===== src/rtl/mem_ctrl.sv =====
// mem_ctrl: memory-side controller shared by the instruction and data caches.
// Two word-request ports are arbitrated round-robin, and each accepted word is
// serialised into four little-endian byte accesses on a byte-wide synchronous RAM.
module mem_ctrl #(
  parameter int ADDR_WIDTH  = 17,
  parameter int RAM_LATENCY = 1
) (
  input  logic                  clk,
  input  logic                  rst,
  input  logic [1:0]            i_rw_flag,
  input  logic [31:0]           i_addr,
  output logic [31:0]           i_read_data,
  output logic                  i_busy,
  output logic                  i_done,
  input  logic [1:0]            d_rw_flag,
  input  logic [31:0]           d_addr,
  output logic [31:0]           d_read_data,
  input  logic [31:0]           d_write_data,
  input  logic [3:0]            d_write_mask,
  output logic                  d_busy,
  output logic                  d_done,
  output logic [ADDR_WIDTH-1:0] ram_addr,
  output logic                  ram_wr,
  output logic [7:0]            ram_dout,
  input  logic [7:0]            ram_din
);

  typedef enum logic [1:0] {IDLE = 2'd0, XFER = 2'd1, DRAIN = 2'd2, DONE = 2'd3} state_t;

  // Last DRAIN cycle index: reads wait RAM_LATENCY cycles after the final address.
  localparam logic [1:0] DRN_LAST = 2'(RAM_LATENCY - 1);

  state_t                  state_r, state_nxt_s;
  logic [1:0]              k_r, drn_r, xfer_k_s;

  // Request latches (hold a request that is accepted but not yet granted).
  logic                    i_pend_r, d_pend_r;
  logic [ADDR_WIDTH-1:2]   i_addr_r, d_addr_r;
  logic                    d_wr_r;
  logic [31:0]             d_data_r;
  logic [3:0]              d_mask_r;
  logic                    i_busy_r, d_busy_r;

  // Transaction in flight.
  logic                    cur_d_r, cur_wr_r;
  logic [ADDR_WIDTH-1:2]   cur_addr_r;
  logic [31:0]             cur_data_r;
  logic [3:0]              cur_mask_r;
  logic                    last_d_r;

  // Arbitration view: a port is a candidate if it was latched earlier or is being accepted now.
  logic                    i_acc_s, d_acc_s, i_cand_s, d_cand_s;
  logic                    gnt_v_s, gnt_d_s;
  logic [ADDR_WIDTH-1:2]   g_addr_s, src_addr_s;
  logic                    g_wr_s, src_wr_s;
  logic [31:0]             g_data_s, src_data_s;
  logic [3:0]              g_mask_s, src_mask_s;

  logic [ADDR_WIDTH-1:0]   ram_addr_nxt_s;
  logic                    ram_wr_nxt_s;
  logic [7:0]              ram_dout_nxt_s;
  logic                    i_done_nxt_s, d_done_nxt_s;

  logic [31:0]             asm_r;
  logic [31:0]             i_rdata_r, d_rdata_r;
  logic [ADDR_WIDTH-1:0]   ram_addr_r;
  logic                    ram_wr_r, i_done_r, d_done_r;
  logic [7:0]              ram_dout_r;

  // Address bits outside the RAM, the word-offset bits and the icache write bit carry no meaning.
  logic unused_s;
  assign unused_s = ^{i_rw_flag[1], i_addr[31:ADDR_WIDTH], i_addr[1:0],
                      d_addr[31:ADDR_WIDTH], d_addr[1:0]};

  assign i_acc_s  = ~i_busy_r & i_rw_flag[0];
  assign d_acc_s  = ~d_busy_r & (|d_rw_flag);
  assign i_cand_s = i_pend_r | i_acc_s;
  assign d_cand_s = d_pend_r | d_acc_s;

  // Round-robin grant and selection of the granted request (latched copy or live inputs).
  always_comb begin
    gnt_v_s  = 1'b0;
    gnt_d_s  = 1'b0;
    g_addr_s = i_addr_r;
    g_wr_s   = 1'b0;
    g_data_s = 32'h0000_0000;
    g_mask_s = 4'b0000;
    if ((state_r == IDLE) || (state_r == DONE)) begin
      gnt_v_s = i_cand_s | d_cand_s;
      gnt_d_s = d_cand_s & (~i_cand_s | ~last_d_r);
    end else begin
      gnt_v_s = 1'b0;
      gnt_d_s = 1'b0;
    end
    if (gnt_d_s) begin
      g_addr_s = d_pend_r ? d_addr_r : d_addr[ADDR_WIDTH-1:2];
      g_wr_s   = d_pend_r ? d_wr_r   : d_rw_flag[1];
      g_data_s = d_pend_r ? d_data_r : d_write_data;
      g_mask_s = d_pend_r ? d_mask_r : d_write_mask;
    end else begin
      g_addr_s = i_pend_r ? i_addr_r : i_addr[ADDR_WIDTH-1:2];
      g_wr_s   = 1'b0;
      g_data_s = 32'h0000_0000;
      g_mask_s = 4'b0000;
    end
  end

  // State register.
  always_ff @(posedge clk or posedge rst) begin
    if (rst) begin
      state_r <= IDLE;
    end else begin
      state_r <= state_nxt_s;
    end
  end

  // Next-state logic: XFER walks four bytes, reads then drain the RAM pipeline.
  always_comb begin
    state_nxt_s = state_r;
    case (state_r)
      IDLE, DONE: begin
        state_nxt_s = gnt_v_s ? XFER : IDLE;
      end
      XFER: begin
        if (k_r == 2'd3) begin
          state_nxt_s = cur_wr_r ? DONE : DRAIN;
        end else begin
          state_nxt_s = XFER;
        end
      end
      DRAIN: begin
        state_nxt_s = (drn_r == DRN_LAST) ? DONE : DRAIN;
      end
      default: begin
        state_nxt_s = IDLE;
      end
    endcase
  end

  // Output logic: next values of the registered RAM strobes and done pulses.
  always_comb begin
    xfer_k_s       = (state_r == XFER) ? (k_r + 2'd1) : 2'd0;
    src_addr_s     = (state_r == XFER) ? cur_addr_r : g_addr_s;
    src_wr_s       = (state_r == XFER) ? cur_wr_r   : g_wr_s;
    src_data_s     = (state_r == XFER) ? cur_data_r : g_data_s;
    src_mask_s     = (state_r == XFER) ? cur_mask_r : g_mask_s;
    ram_addr_nxt_s = ram_addr_r;
    ram_wr_nxt_s   = 1'b0;
    ram_dout_nxt_s = ram_dout_r;
    if (state_nxt_s == XFER) begin
      ram_addr_nxt_s = {src_addr_s, xfer_k_s};
      ram_wr_nxt_s   = src_wr_s & src_mask_s[xfer_k_s];
      ram_dout_nxt_s = 8'(src_data_s >> {xfer_k_s, 3'b000});
    end else begin
      ram_addr_nxt_s = ram_addr_r;
      ram_wr_nxt_s   = 1'b0;
      ram_dout_nxt_s = ram_dout_r;
    end
    i_done_nxt_s = (state_nxt_s == DONE) && (state_r != DONE) && ~cur_d_r;
    d_done_nxt_s = (state_nxt_s == DONE) && (state_r != DONE) &&  cur_d_r;
  end

  // Request acceptance, pending latches and busy flags per port.
  always_ff @(posedge clk or posedge rst) begin
    if (rst) begin
      i_pend_r <= 1'b0;
      d_pend_r <= 1'b0;
      i_addr_r <= '0;
      d_addr_r <= '0;
      d_wr_r   <= 1'b0;
      d_data_r <= 32'h0000_0000;
      d_mask_r <= 4'b0000;
      i_busy_r <= 1'b0;
      d_busy_r <= 1'b0;
    end else begin
      if (i_acc_s) begin
        i_addr_r <= i_addr[ADDR_WIDTH-1:2];
      end
      if (d_acc_s) begin
        d_addr_r <= d_addr[ADDR_WIDTH-1:2];
        d_wr_r   <= d_rw_flag[1];
        d_data_r <= d_write_data;
        d_mask_r <= d_write_mask;
      end
      if (gnt_v_s && !gnt_d_s) begin
        i_pend_r <= 1'b0;
      end else if (i_acc_s) begin
        i_pend_r <= 1'b1;
      end
      if (gnt_v_s && gnt_d_s) begin
        d_pend_r <= 1'b0;
      end else if (d_acc_s) begin
        d_pend_r <= 1'b1;
      end
      if (i_acc_s) begin
        i_busy_r <= 1'b1;
      end else if (i_done_nxt_s) begin
        i_busy_r <= 1'b0;
      end
      if (d_acc_s) begin
        d_busy_r <= 1'b1;
      end else if (d_done_nxt_s) begin
        d_busy_r <= 1'b0;
      end
    end
  end

  // Capture the granted request as the current transaction and remember who won.
  always_ff @(posedge clk or posedge rst) begin
    if (rst) begin
      cur_d_r    <= 1'b0;
      cur_wr_r   <= 1'b0;
      cur_addr_r <= '0;
      cur_data_r <= 32'h0000_0000;
      cur_mask_r <= 4'b0000;
      last_d_r   <= 1'b0;
    end else if (gnt_v_s) begin
      cur_d_r    <= gnt_d_s;
      cur_wr_r   <= g_wr_s;
      cur_addr_r <= g_addr_s;
      cur_data_r <= g_data_s;
      cur_mask_r <= g_mask_s;
      last_d_r   <= gnt_d_s;
    end
  end

  // Byte/drain counters and registered RAM interface.
  always_ff @(posedge clk or posedge rst) begin
    if (rst) begin
      k_r        <= 2'd0;
      drn_r      <= 2'd0;
      ram_addr_r <= '0;
      ram_wr_r   <= 1'b0;
      ram_dout_r <= 8'h00;
    end else begin
      k_r        <= (state_nxt_s == XFER) ? xfer_k_s : k_r;
      drn_r      <= (state_r == DRAIN) ? (drn_r + 2'd1) : 2'd0;
      ram_addr_r <= ram_addr_nxt_s;
      ram_wr_r   <= ram_wr_nxt_s;
      ram_dout_r <= ram_dout_nxt_s;
    end
  end

  // Read assembly: shift every RAM byte in from the top; the final four shifts are bytes 0..3,
  // with byte 3 arriving on the same edge that enters DONE, so it is taken straight from ram_din.
  always_ff @(posedge clk or posedge rst) begin
    if (rst) begin
      asm_r     <= 32'h0000_0000;
      i_rdata_r <= 32'h0000_0000;
      d_rdata_r <= 32'h0000_0000;
      i_done_r  <= 1'b0;
      d_done_r  <= 1'b0;
    end else begin
      if ((state_r == XFER) || (state_r == DRAIN)) begin
        asm_r <= {ram_din, asm_r[31:8]};
      end
      if (i_done_nxt_s && !cur_wr_r) begin
        i_rdata_r <= {ram_din, asm_r[31:8]};
      end
      if (d_done_nxt_s && !cur_wr_r) begin
        d_rdata_r <= {ram_din, asm_r[31:8]};
      end
      i_done_r <= i_done_nxt_s;
      d_done_r <= d_done_nxt_s;
    end
  end

  assign i_read_data = i_rdata_r;
  assign d_read_data = d_rdata_r;
  assign i_busy      = i_busy_r;
  assign d_busy      = d_busy_r;
  assign i_done      = i_done_r;
  assign d_done      = d_done_r;
  assign ram_addr    = ram_addr_r;
  assign ram_wr      = ram_wr_r;
  assign ram_dout    = ram_dout_r;

endmodule


===== config.mk =====
export PLATFORM = sky130hd
export DESIGN_NAME = mem_ctrl
export DESIGN_NICKNAME = d
export VERILOG_FILES = /design/src/rtl/mem_ctrl.sv
export SDC_FILE = /design/constraint.sdc
export NUM_CORES = 1
export LEC_CHECK = 0
export CORE_MARGIN = 2
export CORE_UTILIZATION = 45
export DETAILED_ROUTE_END_ITERATION = 10
export PLACE_DENSITY_LB_ADDON = 0.2
export SLEW_MARGIN = 20
export SYNTH_ARGS = -nofsm -noshare
export SYNTH_HDL_FRONTEND = slang
export SYNTH_SLANG_ARGS = --single-unit

===== constraint.sdc =====
create_clock -name clk -period 8.8 [get_ports clk]
set_input_delay 1.32 -clock clk [delete_from_list [all_inputs] [get_ports clk]]
set_output_delay 1.32 -clock clk [all_outputs]
set_load 0.005 [all_outputs]

# ---- Word-level counts from Yosys, hierarchy flattened
# Cells that the tools add are included.
dict set report word_totals {
  out_inout_bits 94
  register_bits 254
}
dict set report op_classes {
  reduce_logical 19
  n_shift 1
  order_cmp 1
  n_bitwise 12
  n_eq_ne 7
  addsub 2
  muxes 33
}
# operator count
set op_table {}
lappend op_table {{32-bit two-way mux} 3}
lappend op_table {{15-bit two-way mux} 4}
lappend op_table {{32-bit by 5-bit right shift with 8-bit output} 1}
lappend op_table {{1-bit two-way mux} 18}
lappend op_table {{4-bit two-way mux} 3}
lappend op_table {{2-bit == test (second input constant)} 4}
lappend op_table {{2-bit nonzero test} 4}
lappend op_table {{1-bit logical AND} 7}
lappend op_table {{2-bit two-way mux} 3}
lappend op_table {{2-bit one-hot mux with 3 select lines} 1}
lappend op_table {{2-bit by 1-bit adder with 2-bit output (second input constant)} 2}
lappend op_table {{1-bit AND} 4}
lappend op_table {{2-bit by 1-bit == test with 1-bit output (second input constant)} 2}
lappend op_table {{2-bit logical NOT} 2}
lappend op_table {{1-bit inverter} 4}
lappend op_table {{1-bit OR} 4}
lappend op_table {{2-bit OR reduction} 2}
lappend op_table {{2-bit by 3-bit less-than comparator with 1-bit output (second input constant)} 1}
lappend op_table {{1-bit binary-select mux with 2-bit select} 1}
lappend op_table {{1-bit logical NOT} 2}
lappend op_table {{1-bit logical OR} 2}
lappend op_table {{2-bit inequality test (second input constant)} 1}

# ---- Depth between registers and ports, before layout
# Gate-level depths: netlist (run 1).
dict set report depth {
  word_depth 13
  depth_mapped 9
}

# ---- Worst setup path before layout (run 1)
# OpenSTA, ideal clock, no wires.
dict set report synth_path {
  kind {input -> register}
  start {in i_rw_flag[0]}
  end {reg ram_addr_r[10], in the netlist ram_addr[10]}
  path_slack_ns 5.967
  setup_time_ns 0.131
  path_stages 7
  arrival_time_ns 2.701
  required_time_ns 8.669
  cell_sequence {nor2b_1 buf_2 o41ai_4 o41ai_2 nand2_1 buf_2 o211ai_1}
}
dict set report synth_via {
  elab_chain_cells 8
  elab_cells_between_ends 13
  classes_between {eq/ne (1); mux (6); bitwise (6)}
}
# item line_no
set synth_lines {}
lappend synth_lines {{from (decl)} 10} ;# input logic [1:0] i_rw_flag,
lappend synth_lines {{1-bit AND (*)} 75} ;# assign i_acc_s = ~i_busy_r & i_rw_flag[0];
lappend synth_lines {{1-bit OR (*)} 77} ;# assign i_cand_s = i_pend_r | i_acc_s;
lappend synth_lines {{branches (longest 6 deep; another with 2-bit one-hot mux with 3 select lines)} --}
lappend synth_lines {{to (signal assigned)} 238} ;# ram_addr_r <= ram_addr_nxt_s;
lappend synth_lines {{to (decl)} 66} ;# logic [ADDR_WIDTH-1:0] ram_addr_r;
# Every way passes the cells marked *.
# A chain may end at the register's enable or synchronous reset.

# ---- Worst setup path after layout (run 1)
dict set report layout_path {
  start {in d_rw_flag[1]}
  end {reg ram_addr_r[16], in the netlist ram_addr[16]}
}
dict set report layout_via {
  elab_chain_cells 8
  elab_cells_between_ends 12
  classes_between {eq/ne (1); mux (6); bitwise (4); reduce/logical (1)}
}
# item line_no
set layout_lines {}
lappend layout_lines {{from (decl)} 15} ;# input logic [1:0] d_rw_flag,
lappend layout_lines {{2-bit OR reduction (*)} 76} ;# assign d_acc_s = ~d_busy_r & (|d_rw_flag);
lappend layout_lines {{1-bit AND (*)} 76}
lappend layout_lines {{1-bit OR (*)} 78} ;# assign d_cand_s = d_pend_r | d_acc_s;
lappend layout_lines {{1-bit OR} 89} ;# gnt_v_s = i_cand_s | d_cand_s;
lappend layout_lines {{1-bit two-way mux} 88} ;# if ((state_r == IDLE) || (state_r == DONE)) begin
lappend layout_lines {{1-bit two-way mux} 122} ;# state_nxt_s = gnt_v_s ? XFER : IDLE;
lappend layout_lines {{2-bit one-hot mux with 3 select lines} 120} ;# case (state_r)
lappend layout_lines {{2-bit by 1-bit == test with 1-bit output} 150} ;# if (state_nxt_s == XFER) begin
# Every way passes the cells marked *; elsewhere a longest branch is shown, timed or not.

==> results.sh, run 1 <==
export IMPL_async_reset_ff_share_pct=100
export IMPL_antenna_found_initial=0
export IMPL_report_final_slew_viol_count=0
export IMPL_routed_wl_mm=25.9
export IMPL_grt_pass1_vias=7442
export IMPL_die_area_um2=24800
export IMPL_synth_top_family_by_area="multiplexers"
export IMPL_setup_viol=0
export IMPL_clock_latency_ns=0.53
export IMPL_core_um2=23300
export IMPL_grt_pass1_wl_mm=40.9
export IMPL_slowest_stage="buf_4"
export IMPL_die_w_um=157
export IMPL_synth_edff_count=0
export IMPL_firstDrtPassIters=5
export IMPL_post_cts_buffers=0
export IMPL_worst_path_buf_inv=4
export IMPL_cp_max_fo=71
export IMPL_final_common_cell="nand2_1"
export IMPL_yosysWarnings=0
export IMPL_cts_num_sinks=244
export IMPL_syn_to_final_growth_pct=27.3
export IMPL_synth_ff_type="dfrtp_1"
export IMPL_arrival_ns=4.42
export IMPL_drc_errors=0
export IMPL_synthDistinctLibCells=35
export IMPL_layout_nets=1246
export IMPL_initial_core_util_pct=45.4
export IMPL_fin_cells=1465
export IMPL_cts_buffer_depth=3
export IMPL_die_height_um=157
export IMPL_crit_top_cell="buf_4"
export IMPL_cts_max_level=1
export IMPL_vias=7624
export IMPL_grt_max_degree=111
export IMPL_hold_class="reg -> reg"
export IMPL_io_buffers=172
export IMPL_io_pins=208
export IMPL_clkTransAtPathRegs_ns=0.06
export IMPL_dp_hpwl_mm=16.5
export IMPL_status="complete, no violations"
export IMPL_synth_mux_area_fraction_pct=16.0
export IMPL_drive_above_1_share_pct=14.3
export IMPL_synth_nets=1096
export IMPL_synth_cells=977
export IMPL_ir_worst_vdd_v=0.000167
export IMPL_fin_skew_ns=0.0187
export IMPL_vias_per_cell=5.20
export IMPL_wire_per_inst_um=17.6
export IMPL_p_leak_uw=0.00596
export IMPL_cp_start_kind="input pin"
export IMPL_cts_made_buffers=27
export IMPL_cpPeakStageDelay_ns=0.62
export IMPL_final_cell_mix="305 x nand2_1, 243 x dfrtp_1, 172 x clkdlybuf4s50_1, 89 x mux2_2, 55 x o21ai_0"
export IMPL_end_kind="flop"
export IMPL_max_slew_margin_rel_pct=31.7
export IMPL_p_per_area_nw_per_um2=308
export IMPL_grt_usage_pct=21.0
export IMPL_total_power_uw=4160
export IMPL_rsz0062_at_grt="no"
export IMPL_ys_seq_area_share_pct=57.6
export IMPL_cts_tree="done"
export IMPL_fmax_ghz=0.248
export IMPL_post_route_min_period_ns=4.04
export IMPL_drv_cap=0
export IMPL_syn_avg_cell_area_um2=10.9
export IMPL_ant_nets=0
export IMPL_crit_path_cell_trace="clkdlybuf4s50_1 -> o21ba_2 -> buf_4 -> o41ai_4 -> buf_4 -> o41ai_4 -> buf_4 -> nand2_1 -> o211ai_1"
export IMPL_synth_simple_gate_area_share_pct=14.2
export IMPL_grt_ovfl_total=0
export IMPL_critPathKind="in -> reg"
export IMPL_tns_ns=0
export IMPL_hold_viol=0
export IMPL_postCtsHoldBufs=0
export IMPL_synth_xor_area_share_pct=0
export IMPL_critPathRequiredTime_ns=9.18
export IMPL_worst_pin_slew_ns=1.02
export IMPL_root_buffer="clkbuf_16"
export IMPL_routabilityCongestion=0.763
export IMPL_synth_compound_area_share_pct=8.72
export IMPL_ys_seq_elements=244
export IMPL_period_share_pct=45.9
export IMPL_dp_cells=1417
export IMPL_yosys_area_share_adder_pct=0.590
export IMPL_rows=56
export IMPL_ctsResizeCount=0
export IMPL_drtIter0Drc=479
export IMPL_syn_cell_area_um2=10600
export IMPL_crit_family="buffers and inverters"
[where the power goes]
part           leakage, uW  internal [uW]  total (uW)  switching [uW]
clock             0.000439            672        1110             441
sequential         0.00305           1540        1820             272
combinational      0.00247            615        1230             615
total              0.00596           2830        4160            1330
[cell usage after synthesis (4+ instances only)]
| library cell | number | share of area (%) |
|---|---|---|
| inv_1 | 9 | 0.32 |
| ha_1 | 5 | 0.59 |
| a21oi_1 | 4 | 0.19 |
| nand3_1 | 17 | 0.80 |
| mux4_2 | 8 | 1.7 |
| o31a_1 | 15 | 1.2 |
| a22o_1 | 8 | 0.66 |
| o21ai_0 | 55 | 2.6 |
| buf_2 | 21 | 0.99 |
| buf_1 | 16 | 0.57 |
| dfrtp_1 | 244 | 58 |
| nor2_1 | 22 | 0.78 |
| a221oi_1 | 6 | 0.50 |
| clkbuf_1 | 29 | 1.0 |
| nand2_1 | 305 | 11 |
| nor2b_1 | 5 | 0.30 |
| mux2i_1 | 51 | 4.8 |
| o211ai_1 | 31 | 2.2 |
| nand3b_1 | 16 | 1.1 |
| mux2_2 | 89 | 9.5 |
[sequential cells by signal (all words and copies together), names as in the netlist, 2 cells and up]
signal	cells
cur_data_r	32
d_data_r	32
d_read_data	32
i_read_data	32
asm_r	24
ram_addr	16
cur_addr_r	15
d_addr_r	15
i_addr_r	15
ram_dout	8
cur_mask_r	4
d_mask_r	4
drn_r	2
state_r	2
[worst register-to-register path, cell delays in order, from the launching register on]
cell and delay (ns):
dfrtp_1 0.74, o41ai_4 0.47, buf_4 0.62, o41ai_4 0.21, buf_4 0.28, nand2_1 0.49
o211ai_1 0.19
[metrics by stage]
step | setup slack (ns) | cell area, um^2 | utilization, % | hold slack [ns]
after floorplan | 0.778 | 10600 | - | 0.402
after global placement | 4.22 | 12600 | 54.0 | 0.418
after detailed placement | 4.18 | 12600 | 54.0 | 0.428
after CTS | 4.74 | 13500 | 57.8 | 0.437
after global routing | 4.54 | 13500 | 57.8 | 0.458
final | 4.76 | 13500 | 57.8 | 0.436
[layout make-up]
| type | count | area (um^2) |
|---|---|---|
| inverters | 9 | 41.3 |
| repair buffers | 187 | 1840 |
| flip-flops and latches | 244 | 6110 |
| fillers | 2032 | 9840 |
| clock inverters | 6 | 57.6 |
| diodes | 1 | 2.50 |
| multi-input cells | 658 | 4220 |
| well taps | 319 | 399 |
| clock buffers | 41 | 828 |
[worst paths after layout]
| path | startpoint | to | slack, ns | depth (start not counted) |
|---|---|---|---|---|
| worst max register to register | i_pend_r$_DFFE_PP0P_ | ram_addr[16]$_DFFE_PP0N_ | 5.67 | 6 |
| max in group asynchronous | rst | i_read_data[29]$_DFFE_PP0P_ | 6.17 | 3 |
| worst min register to register | drn_r[0]$_DFF_PP0_ | drn_r[0]$_DFF_PP0_ | 0.44 | 1 |
| min in group asynchronous | rst | i_addr_r[15]$_DFFE_PP0P_ | 1.36 | 2 |
| worst min-delay path | drn_r[0]$_DFF_PP0_ | drn_r[0]$_DFF_PP0_ | 0.44 | 1 |
| worst max-delay path | d_rw_flag[1] | ram_addr[16]$_DFFE_PP0N_ | 4.76 | 9 |
[cell families (layout without fill, tap and decap cells)]
group,Yosys count,count (layout)
simple gates,371,371
mux,148,148
other cells,0,1
flops,244,244
buf+inv,75,243
fa+ha+maj,5,5
compound gates,134,134
[layer usage]
layer | routed length [um] | track usage, %
met2 | 12100 | 33.5
met3 | 1150 | 2.75
met5 | 0 | 0
met4 | 682 | 6.41
met1 | 11900 | 30.2
(Power assumes the default switching activity.)
==> inputs of run 2 (changes only) <==
- clock period: 8.8 -> 3.96 ns (I/O delays scaled with it)
==> results.sh, run 2 (same netlist as run 1, synthesis figures left out) <==
export IMPL_die_area_um2=24800
export IMPL_root_buffer="clkbuf_16"
export IMPL_ir_worst_vdd_v=0.000354
export IMPL_critPathKind="reg -> reg"
export IMPL_final_common_cell="nand2_1"
export IMPL_report_final_slew_viol_count=0
export IMPL_routabilityCongestion=0.777
export IMPL_rows=56
export IMPL_p_per_area_nw_per_um2=693
export IMPL_tns_ns=0
export IMPL_ant_nets=0
export IMPL_critPathRequiredTime_ns=4.36
export IMPL_fin_skew_ns=0.00582
export IMPL_die_height_um=157
export IMPL_cts_max_level=1
export IMPL_initial_core_util_pct=45.4
export IMPL_dp_cells=1423
export IMPL_dp_hpwl_mm=17.3
export IMPL_io_buffers=172
export IMPL_power_share_sequential_pct=42.8
export IMPL_preCtsSetupSlack_ns=1.05
export IMPL_period_share_pct=65.7
export IMPL_routed_wl_mm=26.0
export IMPL_holdWs_ns=0.431
export IMPL_vias=7609
export IMPL_postCtsHoldBufs=0
export IMPL_num_fill_cells=2007
export IMPL_cts_tree="done"
export IMPL_vias_per_cell=5.16
export IMPL_cts_buffer_depth=3
export IMPL_p_leak_uw=0.00602
export IMPL_syn_to_final_growth_pct=28.7
export IMPL_firstDrtPassIters=4
export IMPL_cts_num_sinks=244
export IMPL_cp_max_fo=32
export IMPL_drtIter0Drc=437
export IMPL_hold_class="reg -> reg"
export IMPL_core_um2=23300
export IMPL_power_internal_uw=6470
export IMPL_end_kind="flop"
export IMPL_grt_max_degree=70
export IMPL_total_power_uw=9450
export IMPL_grt_pass1_wl_mm=41.0
export IMPL_ctsResizeCount=0
export IMPL_grt_ovfl_total=0
export IMPL_io_pins=208
export IMPL_drive_above_1_share_pct=14.9
export IMPL_wire_per_inst_um=17.7
export IMPL_die_w_um=157
export IMPL_p_sw_uw=2980
export IMPL_fmax_ghz=0.385
export IMPL_grt_usage_pct=21.2
export IMPL_cts_made_buffers=27
export IMPL_final_cell_mix="305 x nand2_1, 243 x dfrtp_1, 172 x clkdlybuf4s50_1, 89 x mux2_2, 55 x o21ai_0"
export IMPL_clkTransAtPathRegs_ns=0.06
export IMPL_post_route_min_period_ns=2.60
export IMPL_status="complete, no violations"
export IMPL_p_clk_share_pct=28.0
export IMPL_finalWorstSetupSlack_ns=1.36
export IMPL_post_cts_buffers=0
export IMPL_drv_cap=0
export IMPL_cp_start_kind="flop"
export IMPL_rsz0062_at_grt="no"
export IMPL_drc_errors=0
export IMPL_power_frac_comb_pct=29.1
export IMPL_antenna_found_initial=1
export IMPL_max_slew_margin_rel_pct=36.0
export IMPL_layout_nets=1252
export IMPL_setup_viol=0
export IMPL_hold_viol=0
export IMPL_p_sw_share_pct=31.5
export IMPL_worst_pin_slew_ns=0.960
export IMPL_arrival_ns=3.00
export IMPL_clock_latency_ns=0.52
export IMPL_fin_cells=1475
export IMPL_grt_pass1_vias=7430
==> run 2: changes by cell type in the layout (fill, tap and decap cells not counted), sizes merged <==
cell | previous run | this run
buf | 15 | 21
clkbuf | 41 | 35
bufinv | 1 | 5
clkinvlp | 1 | 4
clkinv | 4 | 6
diode | 1 | 3
inv | 9 | 8
==> run 2: power by group through the flow <==
stage	clock [uW]	combinational, uW	sequential (uW)
final	2650	2750	4050
after global routing	2820	3080	4180
after CTS	2710	2810	4060
after detailed placement	0	2790	4100
after global placement	0	2720	4050
after floorplan	0	1790	3890
==> run 2: layout make-up <==
class / instances / area, um^2 / share of cell area (%)
antenna: 3 / 7.51 / 0.0550
clock buffer: 35 / 746 / 5.47
clock inverter: 14 / 206 / 1.51
inverter: 9 / 37.5 / 0.275
multi-input combinational: 658 / 4220 / 30.9
sequential: 244 / 6110 / 44.8
tap: 319 / 399 / 2.93
timing repair buffer: 193 / 1920 / 14.1
==> run 2: worst max-delay path, cell delays in order (launching register included) <==
cell      delay [ns]
dfrtp_1         0.40
inv_1           0.06
ha_1            0.66
a22oi_1         0.20
nor4_2          0.40
nand3b_1        0.13
buf_4           0.29
mux2_2          0.33
==> run 2: final timing paths <==
| path | cells after the start | startpoint | end | slack, ns |
|---|---|---|---|---|
| setup / recovery | 7 | state_r[1]$_DFF_PP0_ | d_read_data[28]$_DFFE_PP0P_ | 1.36 |
| hold / removal | 1 | drn_r[0]$_DFF_PP0_ | drn_r[0]$_DFF_PP0_ | 0.43 |
| setup reg to reg | 7 | state_r[1]$_DFF_PP0_ | d_read_data[28]$_DFFE_PP0P_ | 1.36 |
| hold reg to reg | 1 | drn_r[0]$_DFF_PP0_ | drn_r[0]$_DFF_PP0_ | 0.43 |
| max in group asynchronous | 3 | rst | d_data_r[18]$_DFFE_PP0P_ | 2.58 |
| min in group asynchronous | 2 | rst | d_read_data[3]$_DFFE_PP0P_ | 0.53 |
==> run 2: metal layers <==
| metal | global-route usage, % | routed length, um | up-vias |
|---|---|---|---|
| li1 | - | - | 3654 |
| met1 | 30.3 | 11600 | 3744 |
| met2 | 34.1 | 12500 | 181 |
| met3 | 3.14 | 1510 | 30 |
| met4 | 5.28 | 503 | 0 |
| met5 | 0 | 0 | - |
==> run 2: per-stage QoR <==
stage,cell area [um^2],utilization [%]
2_1_floorplan,10600,-
5_1_grt,13600,58.4
3_5_place_dp,12700,54.4
3_3_place_gp,12700,54.4
4_1_cts,13600,58.4
6_report,13600,58.5
==> inputs of run 3 (changes only) <==
- clock period: 3.96 -> 2.7 ns (I/O delays scaled with it)
==> results.sh, run 3 (same netlist as run 1, synthesis figures left out) <==
export IMPL_cts_tree="done"
export IMPL_placed_area_um2=12800
export IMPL_fmax_ghz=0.418
export IMPL_setup_viol=0
export IMPL_critPathKind="reg -> reg"
export IMPL_root_buffer="clkbuf_16"
export IMPL_p_sw_share_pct=32.0
export IMPL_grt_ovfl_total=0
export IMPL_hold_viol=0
export IMPL_status="complete, no violations"
export IMPL_report_final_slew_viol_count=0
export IMPL_drv_cap=0
export IMPL_crit_path_cell_trace="inv_1 -> ha_1 -> o41ai_4 -> buf_4 -> nand3_1 -> o211ai_1"
export IMPL_p_sw_uw=4340
export IMPL_power_frac_comb_pct=30.7
export IMPL_end_kind="flop"
export IMPL_wl_met3_mm=1.22
export IMPL_ctsResizeCount=0
export IMPL_arrival_ns=2.82
export IMPL_p_per_area_nw_per_um2=999
export IMPL_antenna_found_initial=0
export IMPL_layout_nets=1259
export IMPL_post_route_min_period_ns=2.39
export IMPL_cpPeakStageDelay_ns=0.82
export IMPL_cts_num_sinks=244
export IMPL_post_cts_buffers=0
export IMPL_io_buffers=172
export IMPL_power_share_sequential_pct=43.3
export IMPL_hold_class="in -> async"
export IMPL_p_leak_uw=0.00601
export IMPL_firstDrtPassIters=5
export IMPL_initial_core_util_pct=45.4
export IMPL_post_route_util_pct=58.3
export IMPL_drive_above_1_share_pct=15.0
export IMPL_final_cell_mix="305 x nand2_1, 243 x dfrtp_1, 172 x clkdlybuf4s50_1, 89 x mux2_2, 55 x o21ai_0"
export IMPL_worst_pin_slew_ns=0.759
export IMPL_crit_family="compound AO/OA/AOI/OAI gates"
export IMPL_vias_per_cell=5.15
export IMPL_io_pins=208
export IMPL_top_layer="met4"
export IMPL_rsz0062_at_grt="no"
export IMPL_clkTransAtPathRegs_ns=0.06
export IMPL_rows=56
export IMPL_met2_length_mm=12.2
export IMPL_vias=7605
export IMPL_drtIter0Drc=443
export IMPL_grt_max_degree=88
export IMPL_period_share_pct=88.5
export IMPL_critPathRequiredTime_ns=3.13
export IMPL_die_w_um=157
export IMPL_max_slew_margin_rel_pct=49.2
export IMPL_cts_made_buffers=26
export IMPL_slowest_stage="o41ai_4"
export IMPL_p_clk_share_pct=25.9
export IMPL_die_area_um2=24800
export IMPL_cts_buffer_depth=3
export IMPL_ir_worst_vdd_v=0.000516
export IMPL_syn_to_final_growth_pct=28.3
export IMPL_final_common_cell="nand2_1"
export IMPL_grt_usage_pct=21.1
export IMPL_drc_errors=0
export IMPL_clock_latency_ns=0.52
export IMPL_cp_start_kind="flop"
export IMPL_wire_per_inst_um=17.4
export IMPL_die_height_um=157
export IMPL_ant_nets=0
export IMPL_route_layer_met1_wl_mm=11.8
export IMPL_grt_pass1_wl_mm=41.3
export IMPL_cp_max_fo=15
export IMPL_num_fill_cells=1975
export IMPL_fin_skew_ns=0.0116
export IMPL_worst_path_buf_inv=2
export IMPL_power_internal_uw=9240
export IMPL_finalWorstSetupSlack_ns=0.309
export IMPL_preCtsSetupSlack_ns=0.217
export IMPL_final_cell_area_um2=13600
export IMPL_postCtsHoldBufs=0
export IMPL_dp_hpwl_mm=17.0
export IMPL_routabilityCongestion=0.759
export IMPL_grt_pass1_vias=7401
export IMPL_cts_max_level=1
export IMPL_routed_wl_mm=25.6
export IMPL_core_um2=23300
-- run 3: cell count changes in the layout (fill, tap and decap cells not counted), sizes merged --
| cell | before | now |
|---|---|---|
| buf | 21 | 29 |
| bufinv | 5 | 2 |
| clkinvlp | 4 | 1 |
| clkbuf | 35 | 37 |
| diode | 3 | 1 |
| clkinv | 6 | 5 |
| inv | 8 | 9 |
-- run 3: final timing paths --
path                                      start  cells past startpoint                    endpoint  slack [ns]
setup / recovery           state_r[0]$_DFF_PP0_                      6    ram_addr[13]$_DFFE_PP0N_        0.31
hold reg to reg              drn_r[0]$_DFF_PP0_                      1          drn_r[0]$_DFF_PP0_        0.44
min in group clk               d_write_data[16]                      3    d_data_r[16]$_DFFE_PP0P_        0.44
hold / removal                              rst                      2  d_read_data[2]$_DFFE_PP0P_        0.18
setup reg to reg           state_r[0]$_DFF_PP0_                      6    ram_addr[13]$_DFFE_PP0N_        0.31
max in group asynchronous                   rst                      3  cur_addr_r[14]$_DFFE_PP0N_        1.67
-- run 3: stage by stage --
step	TNS, ns	power (uW)	hold slack, ns	cells
after floorplan	-221.74	8330	0.402	977
after global placement	0	10000	0.418	1431
after detailed placement	0	10200	0.423	1431
after CTS	0	13700	0.172	1476
after global routing	0	14500	0.173	1476
final	0	13600	0.181	1477
-- run 3: routing by layer --
metal  GRT usage (%)  up-vias
met5               0        -
met4            4.59        0
met3            2.95       36
met2            33.8      177
met1            30.9     3727
li1                -     3665
-- run 3: final cells by class --
type	instances	area, um^2	area share, %
Multi-Input combinational cell	658	4220	31.0
Antenna cell	1	2.50	0.0184
Timing Repair Buffer	201	2000	14.7
Inverter	9	37.5	0.276
Clock inverter	8	93.8	0.690
Clock buffer	37	743	5.46
Tap cell	319	399	2.93
Sequential cell	244	6110	44.9
-- run 3: power by group through the flow --
| stage | logic, uW | clock network [uW] | registers (uW) |
|---|---|---|---|
| after detailed placement | 4230 | 0 | 5950 |
| after floorplan | 2630 | 0 | 5700 |
| after global routing | 4670 | 3780 | 6070 |
| after CTS | 4250 | 3610 | 5900 |
| final | 4170 | 3530 | 5890 |
| after global placement | 4120 | 0 | 5900 |
